`config.mk`:
```
export PLATFORM = sky130hd
export DESIGN_NAME = plot_buffer
export DESIGN_NICKNAME = d
export VERILOG_FILES = /design/src/rtl/plot_pkg.sv /design/src/rtl/plot_fifo.sv /design/src/rtl/plot_buffer.sv
export SDC_FILE = /design/constraint.sdc
export NUM_CORES = 1
export LEC_CHECK = 0
export BUFFER_PORTS_ARGS = -buffer_cell sky130_fd_sc_hd__buf_2
export CORE_MARGIN = 3
export CORE_UTILIZATION = 45
export CTS_CLUSTER_SIZE = 10
export DETAILED_ROUTE_END_ITERATION = 8
export PLACE_DENSITY = 0.67
export SLEW_MARGIN = 20
export SYNTH_ARGS = -nofsm -noshare
export SYNTH_HDL_FRONTEND = slang
export SYNTH_SLANG_ARGS = --single-unit
```
`constraint.sdc`:
```
create_clock -name clk -period 10.05 [get_ports clk]
set_input_delay 2.01 -clock clk [delete_from_list [all_inputs] [get_ports clk]]
set_output_delay 2.01 -clock clk [all_outputs]
set_load 0.005 [all_outputs]
```
`src/rtl/plot_pkg.sv`:
```
// Shared types for the pixel plot buffer: screen geometry, pixel record, control states.
package plot_pkg;

  localparam int unsigned SCREEN_W = 160;
  localparam int unsigned SCREEN_H = 120;
  localparam int unsigned CNT_W    = 15;
  localparam logic [CNT_W-1:0] CNT_MAX = '1;

  typedef struct packed {
    logic [7:0] x;
    logic [6:0] y;
    logic [2:0] colour;
  } pixel_t;

  typedef enum logic [1:0] {
    ST_IDLE,
    ST_FILL,
    ST_DRAIN,
    ST_DONE
  } plot_state_e;

  // Counters stick at full scale instead of wrapping.
  function automatic logic [CNT_W-1:0] sat_inc(input logic [CNT_W-1:0] v);
    return (v == CNT_MAX) ? v : v + 1'b1;
  endfunction

endpackage

```
`src/rtl/plot_fifo.sv`:
```
// Show-ahead pixel FIFO, head held in a register; one cycle from push into empty to head valid.
// Push ignored when full, pop ignored when empty; clr empties on the next edge.
module plot_fifo
  import plot_pkg::*;
#(
  parameter int unsigned DEPTH = 8
) (
  input  logic                     clk,
  input  logic                     rst,
  input  logic                     clr,
  input  logic                     push,
  input  pixel_t                   din,
  input  logic                     pop,
  output pixel_t                   head,
  output logic [$clog2(DEPTH):0]   count,
  output logic                     full,
  output logic                     empty
);

  localparam int unsigned AW = $clog2(DEPTH);
  localparam logic [AW:0] FULL_CNT = (AW + 1)'(DEPTH);
  localparam logic [AW:0] ONE_CNT  = (AW + 1)'(1);

  pixel_t        mem [DEPTH];
  logic [AW-1:0] wr_ptr;
  logic [AW-1:0] rd_ptr;
  logic [AW-1:0] rd_nxt;
  logic          do_push;
  logic          do_pop;

  assign full    = (count == FULL_CNT);
  assign empty   = (count == '0);
  assign do_push = push && !full;
  assign do_pop  = pop && !empty;
  assign rd_nxt  = rd_ptr + 1'b1;

  always_ff @(posedge clk) begin
    if (do_push) begin
      mem[wr_ptr] <= din;
    end
  end

  always_ff @(posedge clk or posedge rst) begin
    if (rst) begin
      wr_ptr <= '0;
      rd_ptr <= '0;
      count  <= '0;
      head   <= '0;
    end else if (clr) begin
      wr_ptr <= '0;
      rd_ptr <= '0;
      count  <= '0;
    end else begin
      if (do_push) begin
        wr_ptr <= wr_ptr + 1'b1;
      end
      if (do_pop) begin
        rd_ptr <= rd_nxt;
      end
      case ({do_push, do_pop})
        2'b10:   count <= count + 1'b1;
        2'b01:   count <= count - 1'b1;
        default: count <= count;
      endcase
      // Incoming pixel becomes head directly when nothing else will be left ahead of it.
      if (do_push && (empty || (do_pop && count == ONE_CNT))) begin
        head <= din;
      end else if (do_pop && count > ONE_CNT) begin
        head <= mem[rd_nxt];
      end
    end
  end

endmodule

```
`src/rtl/plot_buffer.sv`:
```
// Clips, buffers and streams drawing-engine pixels to the VGA plotter; head valid one cycle after push.
// in_ready drops when the FIFO is full or clr is high; done pulses once a flagged figure has fully drained.
module plot_buffer
  import plot_pkg::*;
#(
  parameter int unsigned DEPTH    = 8,
  parameter int unsigned SCREEN_W = plot_pkg::SCREEN_W,
  parameter int unsigned SCREEN_H = plot_pkg::SCREEN_H
) (
  input  logic        clk,
  input  logic        rst,
  input  logic        clr,
  input  logic        in_valid,
  output logic        in_ready,
  input  logic [7:0]  in_x,
  input  logic [6:0]  in_y,
  input  logic [2:0]  in_colour,
  input  logic        in_last,
  output logic        out_plot,
  input  logic        out_ready,
  output logic [7:0]  out_x,
  output logic [6:0]  out_y,
  output logic [2:0]  out_colour,
  output logic        done,
  output logic [14:0] plotted_cnt,
  output logic [14:0] clipped_cnt
);

  localparam int unsigned CW = $clog2(DEPTH) + 1;

  pixel_t      in_pix;
  pixel_t      head;
  logic [CW-1:0] occ;
  logic [CW-1:0] occ_nxt;
  logic        full;
  logic        empty;
  logic        clip;
  logic        accept;
  logic        push;
  logic        pop;
  logic        fire;
  logic        last_seen;
  logic        last_nxt;
  plot_state_e state;
  plot_state_e state_nxt;

  assign in_pix   = '{x: in_x, y: in_y, colour: in_colour};
  assign in_ready = !full && !clr && !rst;
  assign accept   = in_valid && in_ready;
  assign clip     = (32'(in_x) >= SCREEN_W) || (32'(in_y) >= SCREEN_H);
  assign push     = accept && !clip;
  assign out_plot = !empty;
  assign pop      = out_plot && out_ready && !clr;

  plot_fifo #(
    .DEPTH (DEPTH)
  ) u_fifo (
    .clk   (clk),
    .rst   (rst),
    .clr   (clr),
    .push  (push),
    .din   (in_pix),
    .pop   (pop),
    .head  (head),
    .count (occ),
    .full  (full),
    .empty (empty)
  );

  assign out_x      = head.x;
  assign out_y      = head.y;
  assign out_colour = head.colour;

  // A figure is finished once its last beat has been seen and nothing is left or arriving.
  assign fire = last_seen && empty && !push;
  assign done = (state == ST_DONE) && !clr;

  always_comb begin
    occ_nxt = occ;
    if (push && !pop) begin
      occ_nxt = occ + 1'b1;
    end else if (pop && !push) begin
      occ_nxt = occ - 1'b1;
    end
  end

  always_comb begin
    last_nxt = last_seen;
    if (accept && in_last) begin
      last_nxt = 1'b1;
    end else if (fire) begin
      last_nxt = 1'b0;
    end
  end

  always_comb begin
    state_nxt = state;
    case (state)
      ST_IDLE, ST_FILL, ST_DRAIN: begin
        if (fire) begin
          state_nxt = ST_DONE;
        end else if (occ_nxt != '0) begin
          state_nxt = last_nxt ? ST_DRAIN : ST_FILL;
        end else begin
          state_nxt = ST_IDLE;
        end
      end
      ST_DONE: begin
        if (fire) begin
          state_nxt = ST_DONE;
        end else if (occ_nxt != '0) begin
          state_nxt = last_nxt ? ST_DRAIN : ST_FILL;
        end else begin
          state_nxt = ST_IDLE;
        end
      end
      default: state_nxt = ST_IDLE;
    endcase
    if (clr) begin
      state_nxt = ST_IDLE;
    end
  end

  always_ff @(posedge clk or posedge rst) begin
    if (rst) begin
      state       <= ST_IDLE;
      last_seen   <= 1'b0;
      plotted_cnt <= '0;
      clipped_cnt <= '0;
    end else if (clr) begin
      state       <= ST_IDLE;
      last_seen   <= 1'b0;
      plotted_cnt <= '0;
      clipped_cnt <= '0;
    end else begin
      state     <= state_nxt;
      last_seen <= last_nxt;
      if (pop) begin
        plotted_cnt <= sat_inc(plotted_cnt);
      end
      if (accept && clip) begin
        clipped_cnt <= sat_inc(clipped_cnt);
      end
    end
  end

endmodule

```
==> results of run 1 <==
-- layout make-up --
class / count / area (um^2) / share of cell area [%]
clock buffers: 43 / 691.9 / 6.830
clock inverters: 1 / 16.27 / 0.1606
inverters: 8 / 30.03 / 0.2964
multi-input cells: 360 / 2733 / 26.97
flip-flops and latches: 205 / 5852 / 57.76
well taps: 260 / 325.3 / 3.211
repair buffers: 89 / 483.0 / 4.767
-- power by group --
part / leakage [nW] / switching [mW] / internal (mW)
Combinational: 1.28 / 0.279 / 0.242
Clock: 0.337 / 0.309 / 0.462
Sequential: 2.10 / 0.0431 / 0.963
-- cell usage in the layout, fill, tap and decap left out, types with 7 or more instances in the layout --
cell / count
clkbuf_1: 17
xor2_1: 17
dfrtp_1: 60
and3_1: 9
mux4_2: 36
edfxtp_1: 144
o21ai_0: 47
clkbuf_16: 24
nand3_1: 30
buf_2: 74
inv_1: 7
buf_4: 15
ha_1: 7
nand4_1: 13
nand2_1: 78
xnor2_1: 10
nor2_1: 39
-- worst min-delay path, cell delays in order, from the launching register on --
cell     delay [ns]
dfrtp_1        0.38
nand2_1        0.06
a21oi_1        0.06
-- kinds of logic (layout without fill, tap and decap cells) --
group	Yosys count	after routing
compound gates	71	71
xor+xnor	28	28
fa+ha+maj	7	7
mux	42	42
buf+inv	37	141
simple gates	212	212
flops	205	205
-- worst paths after layout --
path / startpoint / to / slack, ns / depth (start not counted)
max in group asynchronous: rst / u_fifo.rd_ptr[0] / 7.66 / 3
min reg2reg: u_fifo.rd_ptr[1] / u_fifo.rd_ptr[1] / 0.54 / 2
max: clr / done / 5.01 / 5
max reg2reg: u_fifo.count[0] / u_fifo.mem[6][0] / 7.16 / 8
min: u_fifo.rd_ptr[1] / u_fifo.rd_ptr[1] / 0.54 / 2
min in group asynchronous: rst / clipped_cnt[12] / 1.78 / 3
-- stage by stage --
step / power [mW] / cell area (um^2)
5_1_grt: 2.430 / 10130
6_report: 2.300 / 10130
3_3_place_gp: 1.534 / 9423
2_1_floorplan: 1.395 / 8700
3_5_place_dp: 1.552 / 9423
4_1_cts: 2.330 / 10130
-- synth_stat cells (7+ instances only) --
master | number | share of area (%)
edfxtp_1 | 144 | 50
nand2_1 | 78 | 3.4
dfrtp_1 | 61 | 18
o21ai_0 | 47 | 2.7
nor2_1 | 39 | 1.7
mux4_2 | 36 | 9.3
nand3_1 | 30 | 1.7
clkbuf_1 | 20 | 0.86
xor2_1 | 17 | 1.7
nand4_1 | 13 | 0.93
xnor2_1 | 10 | 1.0
and3_1 | 9 | 0.65
nor3_1 | 9 | 0.52
inv_1 | 8 | 0.35
ha_1 | 7 | 1.0
-- layer usage --
layer  vias to the layer above  share of wire, %
met2                       163                49
met5                         -                 0
li1                       2458                 -
met4                         0               1.6
met3                        26               6.5
met1                      2689                43
-- state kept, by name, indices dropped and copies added, names as in the netlist --
register / cells
clipped_cnt: 15
last_seen: 1
plotted_cnt: 15
state: 2
u_fifo.count: 4
u_fifo.head: 18
u_fifo.mem: 144
u_fifo.rd_ptr: 3
u_fifo.wr_ptr: 3
==> results.yml, run 1 <==
run_status:
  status: "complete, no violations"
synthesis:
  synthArstFlopShare_pct: 29.76
  synth_seq_area_share_pct: 67.25
  synth-compound-area-share_pct: 4.775
  synth_fa_ha_area_share_pct: 1.007
  ys_types: 53
  synth-xor-area-share_pct: 2.977
  synth-seq-cells: 205
  synth-simple-area-share_pct: 12.21
  ys.flop_type: "edfxtp_1"
  synth_area_per_cell_um2: 14.45
  syn-instance-count: 602
  yosysWarnings: 0
  synth_top_family_by_area: "simple AND/OR/NAND/NOR gates"
  synthesis.area_um2: 8700
  synth-edff-count: 144
  muxShareOfSynthArea_pct: 10.01
  synthesis.nets: 633
timing:
  finalCritPeriodShare_pct: 50.15
  tightest_slew_ns: 0.9104
  setup_viol: 0
  fin_setup_tns_ns: 0
  grt_setup_unrepaired: "false"
  setup_slack_ns: 5.010
  whs_ns: 0.5360
  fmax_mhz: 198.4
  min_period_ns: 5.040
  final_max_slew_viol_count: 0
  slew_headroom_pct: 39.30
  clock_skew_ns: 0.01260
  timing_hold_violations_final: 0
setup_path:
  worstSetupEndpointType: "output pin"
  crit_path_max_incr_delay_ns: 0.38
  slowest_stage: "buf_4"
  worstPathMaxFanout: 42
  crit_buf_inv: 4
  cp.required_ns: 8.04
  startpoint_type: "input port"
  cp_top_family: "buffers and inverters"
  crit_top_cell: "buf_2"
  path_class: "input port to output pin"
  cp.arrival_ns: 3.03
  path_cells: "buf_2 -> buf_4 -> inv_1 -> and3_1 -> buf_2"
power:
  ir_worst_vdd_mv: 0.1187
  power.leakage_nw: 3.717
  powerDensity_nw_per_um2: 227.0
routing:
  drtPass1Iterations: 4
  via_per_inst: 5.524
  vias: 5336
  routed_wl_mm: 18.43
  ant_nets: 0
  drc: 0
  drtIter0Drc: 258
  wl_per_cell_um: 19.08
layout:
  stdcell_count: 966
  area_delta_synth_final_pct: 16.45
  nNetsFinal: 719
  drive_above_1_share_pct: 24.08
  num_antenna_cells: 0
  postLayoutCoreUtil_pct: 53.80
  n_fill_cell: 1533
place:
  pre_cts_slack_ns: 5.004
  hpwl_mm: 10.87
  placement.io_buffers: 74
  place_inst: 922
  gp_congestion: 0.8753
floorplan:
  die_w_um: 145.0
  fp.dieH_um: 145.0
  pin_count: 75
  initial_core_util_pct: 46.20
  core.rowCount: 50
  design.core.area_um2: 18830
  dieArea_um2: 21040
cts:
  cts_tree: "built"
  cts_setup_buffers: 0
  clock_latency_ns: 0.51
  htreeDepth: 1
  cts.repair.resized: 0
  clk_pin_slew_ns: 0.06
  numCtsBuffers: 24
  cts_root_buf: "clkbuf_16"
  hold_buffers: 0
  clock_sinks: 205
  clk_path_buf_depth: 3
hold_path:
  hold_path_class: "flop to flop"
run:
  max_cap_violations: 0
global_routing:
  grt_pass1_vias: 5562
  antenna_found_initial: 0
  grt_use_met3_pct: 3.404
  grt_usage_pct: 17.60
  met2_usage_pct: 29.55
  grt_max_degree: 62
  grt_overflow_total: 0
  busiest_layer: "met2"
  grtUsageMet1_pct: 24.13
  grt_pass1_wl_mm: 29.97
No activity file was read; power rests on OpenSTA's default activity.
==> inputs of run 2 (changes only) <==
--- a/config.mk
+++ b/config.mk
@@ -10,7 +10,7 @@
 export CORE_UTILIZATION = 45
 export CTS_CLUSTER_SIZE = 10
 export DETAILED_ROUTE_END_ITERATION = 8
-export PLACE_DENSITY = 0.67
+export PLACE_DENSITY = 0.69
 export SLEW_MARGIN = 20
 export SYNTH_ARGS = -nofsm -noshare
 export SYNTH_HDL_FRONTEND = slang
==> constraint.sdc (replaced) <==
create_clock -name clk -period 4.4 [get_ports clk]
set_input_delay 0.88 -clock clk [delete_from_list [all_inputs] [get_ports clk]]
set_output_delay 0.88 -clock clk [all_outputs]
set_load 0.005 [all_outputs]
==> run 2 against run 1 <==
Non-clock buffer count stayed put. Hold slack better by 0.0083 ns. Clock skew is 0.0048 ns lower. Via count is 1.3% higher. Worst setup slack worse by 3.7 ns. Cell count stayed put. Total power is 130% higher. Sequential power is 130% higher. Clock-buffer cell count is 1 lower. Utilization is 0.10 points lower. Register-to-register slack worse by 5.7 ns. Die area stayed put. Largest cell class unchanged.
==> results.yml, run 2 (synthesis results as in run 1) <==
run_status:
  status: "complete, no violations"
floorplan:
  initial_core_util_pct: 46.20
  pin_count: 75
  design.core.area_um2: 18830
  fp.dieH_um: 145.0
  die_w_um: 145.0
  dieArea_um2: 21040
  core.rowCount: 50
global_routing:
  busiest_layer: "met2"
  grt_max_degree: 42
  grt_use_met3_pct: 3.373
  grt_usage_pct: 17.71
  grt_pass1_wl_mm: 30.47
  grt_overflow_total: 0
  grtUsageMet1_pct: 23.48
  antenna_found_initial: 0
  grt_pass1_vias: 5752
  met2_usage_pct: 30.40
timing:
  min_period_ns: 3.054
  tightest_slew_ns: 0.8615
  timing_hold_violations_final: 0
  fin_setup_tns_ns: 0
  finalCritPeriodShare_pct: 69.40
  fmax_mhz: 327.5
  grt_setup_unrepaired: "false"
  final_max_slew_viol_count: 0
  slew_headroom_pct: 42.48
  setup_viol: 0
  clock_skew_ns: 0.007806
  whs_ns: 0.5443
setup_path:
  ff2ff_setup_slack_ns: 1.51
  worstReg2RegStart: "u_fifo.count[1]"
  startpoint_type: "flop"
  worstPathMaxFanout: 9
  r2r_end: "u_fifo.mem[3][3]"
  cp.arrival_ns: 2.17
  worstSetupEndpointType: "output pin"
  path_class: "flop to output pin"
  reg2reg_depth: 8
  critPathLaunch: "u_fifo.count[1]"
  cp.required_ns: 3.52
power:
  powerDensity_nw_per_um2: 517.7
  power_mw: 5.235
  power.leakage_nw: 3.708
  ir_worst_vdd_mv: 0.2557
routing:
  via_per_inst: 5.593
  vias: 5403
  wl_per_cell_um: 18.99
  drtIter0Drc: 317
  drtPass1Iterations: 4
  routed_wl_mm: 18.34
  drc: 0
  ant_nets: 0
hold_path:
  worstHoldEndpoint: "u_fifo.rd_ptr[1]"
  min_from: "u_fifo.rd_ptr[1]"
  hold_path_class: "flop to flop"
  holdPathStages: 2
cts:
  cts_setup_buffers: 0
  cts.repair.resized: 0
  clk_pin_slew_ns: 0.06
  clk_path_buf_depth: 3
  clock_sinks: 205
  hold_buffers: 0
  cts_root_buf: "clkbuf_16"
  htreeDepth: 1
  numCtsBuffers: 24
  cts_tree: "built"
  clock_latency_ns: 0.50
layout:
  final_common_cell: "edfxtp_1"
  num_antenna_cells: 0
  regMostFlops: "u_fifo.mem"
  final_cell_mix: "144 x edfxtp_1, 78 x nand2_1, 74 x buf_2"
  largest_reg_flops: 144
  nNetsFinal: 719
  reg_top3: "u_fifo.mem (144), u_fifo.head (18)"
  area_delta_synth_final_pct: 16.24
  fin_area_um2: 10110
  drive_above_1_share_pct: 23.94
run:
  max_cap_violations: 0
place:
  post_dp_cell_area_um2: 9423
  placement.io_buffers: 74
  hpwl_mm: 11.30
  gp_congestion: 0.8609
==> run 2: layout make-up <==
cell class	instances	area [um^2]
clock buffers	42	668.1
clock inverters	2	21.27
fillers	1561	8718
inverters	8	30.03
multi-input cells	360	2733
flip-flops and latches	205	5852
well taps	260	325.3
repair buffers	89	483.0
==> run 2: power by group <==
group | leakage (nW) | switching [mW] | internal (mW)
clock network | 0.328 | 0.715 | 1.02
registers | 2.10 | 0.0911 | 2.20
logic | 1.28 | 0.652 | 0.553
==> run 2: how the worst max path moves through the flow <==
stage,end,slack (ns),cells past startpoint
after floorplan,u_fifo.mem[1][0],0.22,4
after global placement,u_fifo.mem[3][5],1.37,7
after detailed placement,u_fifo.mem[6][14],1.26,7
after CTS,out_plot,1.35,5
after global routing,out_plot,1.24,5
final,out_plot,1.35,5
==> run 2: per-layer routing <==
layer  part of all wire, %  wire length [um]  vias to the layer above
li1                      -                 -                     2462
met1                    42              7754                     2727
met2                    50              9121                      177
met3                   5.7              1042                       37
met4                   2.3               423                        0
met5                     0                 0                        -
==> run 2: worst max-delay path, stage by stage (launching register included) <==
cell	delay, ns
dfrtp_1	0.45
inv_1	0.13
ha_1	0.33
nor3b_2	0.45
inv_1	0.15
buf_2	0.16
==> run 2: through the flow <==
| step | util (%) | std cells | setup WS, ns |
|---|---|---|---|
| after floorplan | - | 602 | 0.2164 |
| after global placement | 50.04 | 922 | 1.367 |
| after detailed placement | 50.04 | 922 | 1.261 |
| after CTS | 53.70 | 966 | 1.352 |
| after global routing | 53.70 | 966 | 1.242 |
| final | 53.70 | 966 | 1.346 |
==> inputs of run 3 (changes only) <==
==> constraint.sdc (replaced) <==
create_clock -name clk -period 2.55 [get_ports clk]
set_input_delay 0.51 -clock clk [delete_from_list [all_inputs] [get_ports clk]]
set_output_delay 0.51 -clock clk [all_outputs]
set_load 0.005 [all_outputs]
==> run 3 against run 2 <==
Non-clock buffer count up 13. Critical endpoint unchanged. Largest cell class unchanged. Highest routed layer is now met5. Sequential power is 74% higher. Cell count is 1.6% higher. Hold slack got worse by 0.42 ns. Sequential share of layout area down 2.1 points.
==> results.yml, run 3 (synthesis results as in run 1) <==
timing:
  clock_skew_ns: 0.01101
  min_period_ns: 2.419
  fmax_mhz: 413.4
  tightest_slew_ns: 0.6894
  final_max_slew_viol_count: 0
  grt_setup_unrepaired: "false"
  slew_headroom_pct: 53.97
  setup_viol: 0
  finalCritPeriodShare_pct: 94.86
  fin_setup_tns_ns: 0
  timing_hold_violations_final: 0
layout:
  regMostFlops: "u_fifo.mem"
  nNetsFinal: 733
  largest_reg_flops: 144
  final_common_cell: "edfxtp_1"
  fin_area_um2: 10490
  area_delta_synth_final_pct: 20.58
  final_cell_mix: "144 x edfxtp_1, 76 x nand2_1, 74 x buf_2"
  stdcell_count: 981
  drive_above_1_share_pct: 26.63
  num_antenna_cells: 0
  reg_top3: "u_fifo.mem (144), u_fifo.head (18)"
cts:
  numCtsBuffers: 25
  htreeDepth: 1
  cts.repair.resized: 0
  clock_sinks: 205
  cts_tree: "built"
  clk_path_buf_depth: 3
  clk_pin_slew_ns: 0.06
  clock_latency_ns: 0.52
  cts_setup_buffers: 0
  cts_root_buf: "clkbuf_16"
  hold_buffers: 0
setup_path:
  path_class: "flop to output pin"
  cp.arrival_ns: 1.91
  worstPathMaxFanout: 9
  startpoint_type: "flop"
  cp.required_ns: 2.04
  crit_path_max_incr_delay_ns: 0.46
  slowest_stage: "dfrtp_1"
  worstSetupEndpointType: "output pin"
  path_cells: "inv_2 -> ha_4 -> nor3b_4 -> buf_4 -> inv_1 -> buf_2"
place:
  placement.io_buffers: 74
  place_inst: 935
  gp_congestion: 0.8131
  post_dp_cell_area_um2: 9747
  hpwl_mm: 11.35
routing:
  wl_per_cell_um: 18.99
  ant_nets: 0
  routed_wl_mm: 18.63
  drc: 0
  drtPass1Iterations: 4
  drtIter0Drc: 387
  vias: 5435
  via_per_inst: 5.540
run:
  max_cap_violations: 0
floorplan:
  dieArea_um2: 21040
  design.core.area_um2: 18830
  core.rowCount: 50
  fp.dieH_um: 145.0
  die_w_um: 145.0
  pin_count: 75
  initial_core_util_pct: 46.20
global_routing:
  grt_usage_pct: 17.69
  antenna_found_initial: 1
  grt_overflow_total: 0
  grt_pass1_wl_mm: 30.22
  grt_max_degree: 37
  grt_pass1_vias: 5593
power:
  powerDensity_nw_per_um2: 896.5
  power_mw: 9.405
  ir_worst_vdd_mv: 0.6110
  power.leakage_nw: 3.848
run_status:
  status: "complete, no violations"
hold_path:
  hold_path_class: "input port to asynchronous set/reset pin"
## run 3: where the power goes
| part | switching, mW | internal [mW] | total [mW] |
|---|---|---|---|
| Sequential | 0.181 | 3.80 | 3.98 |
| Combinational | 1.13 | 1.11 | 2.25 |
| Clock | 1.30 | 1.88 | 3.18 |
| Total | 2.62 | 6.79 | 9.40 |
## run 3: through the flow
step / hold slack (ns) / util [%] / setup WS [ns]
finish: 0.1216 / 55.71 / 0.1311
global route: 0.1618 / 55.71 / 0.04141
CTS: 0.1290 / 55.67 / 0.08001
detailed placement: 0.5274 / 51.76 / 0.1274
global placement: 0.5140 / 51.76 / 0.2417
floorplan: 0.4994 / - / -0.03621
## run 3: worst max-delay path: cells and delay by family (launching register included)
family                     cells  cell delay, ns
adders and majority gates      1            0.18
buffers and inverters          4            0.48
DFF                            1            0.46
and+or+nand+nor                1            0.27
## run 3: worst paths after layout
check | start | to | slack (ns) | cells after the start
max reg2reg | u_fifo.count[1] | u_fifo.mem[6][11] | 0.25 | 8
max | u_fifo.count[1] | out_plot | 0.13 | 6
max in group asynchronous | rst | u_fifo.rd_ptr[0] | 1.78 | 3
min reg2reg | clipped_cnt[9] | clipped_cnt[9] | 0.54 | 1
min | rst | clipped_cnt[9] | 0.12 | 2
min in group clk | in_x[3] | u_fifo.mem[4][13] | 0.28 | 1
## run 3: layout make-up
type	instances	area, um^2
sequential	205	5852
tap	260	325.3
inverter	8	30.03
clock inverter	3	33.78
clock buffer	43	703.2
multi-input combinational	360	2815
fill	1504	8341
timing repair buffer	102	730.7
## run 3: layer usage
layer	GRT usage [%]	routed length [um]	up-vias
met5	0	12	-
met4	4.371	325	2
met3	3.248	1040	30
met2	30.12	9366	154
met1	23.84	7880	2759
li1	-	-	2490
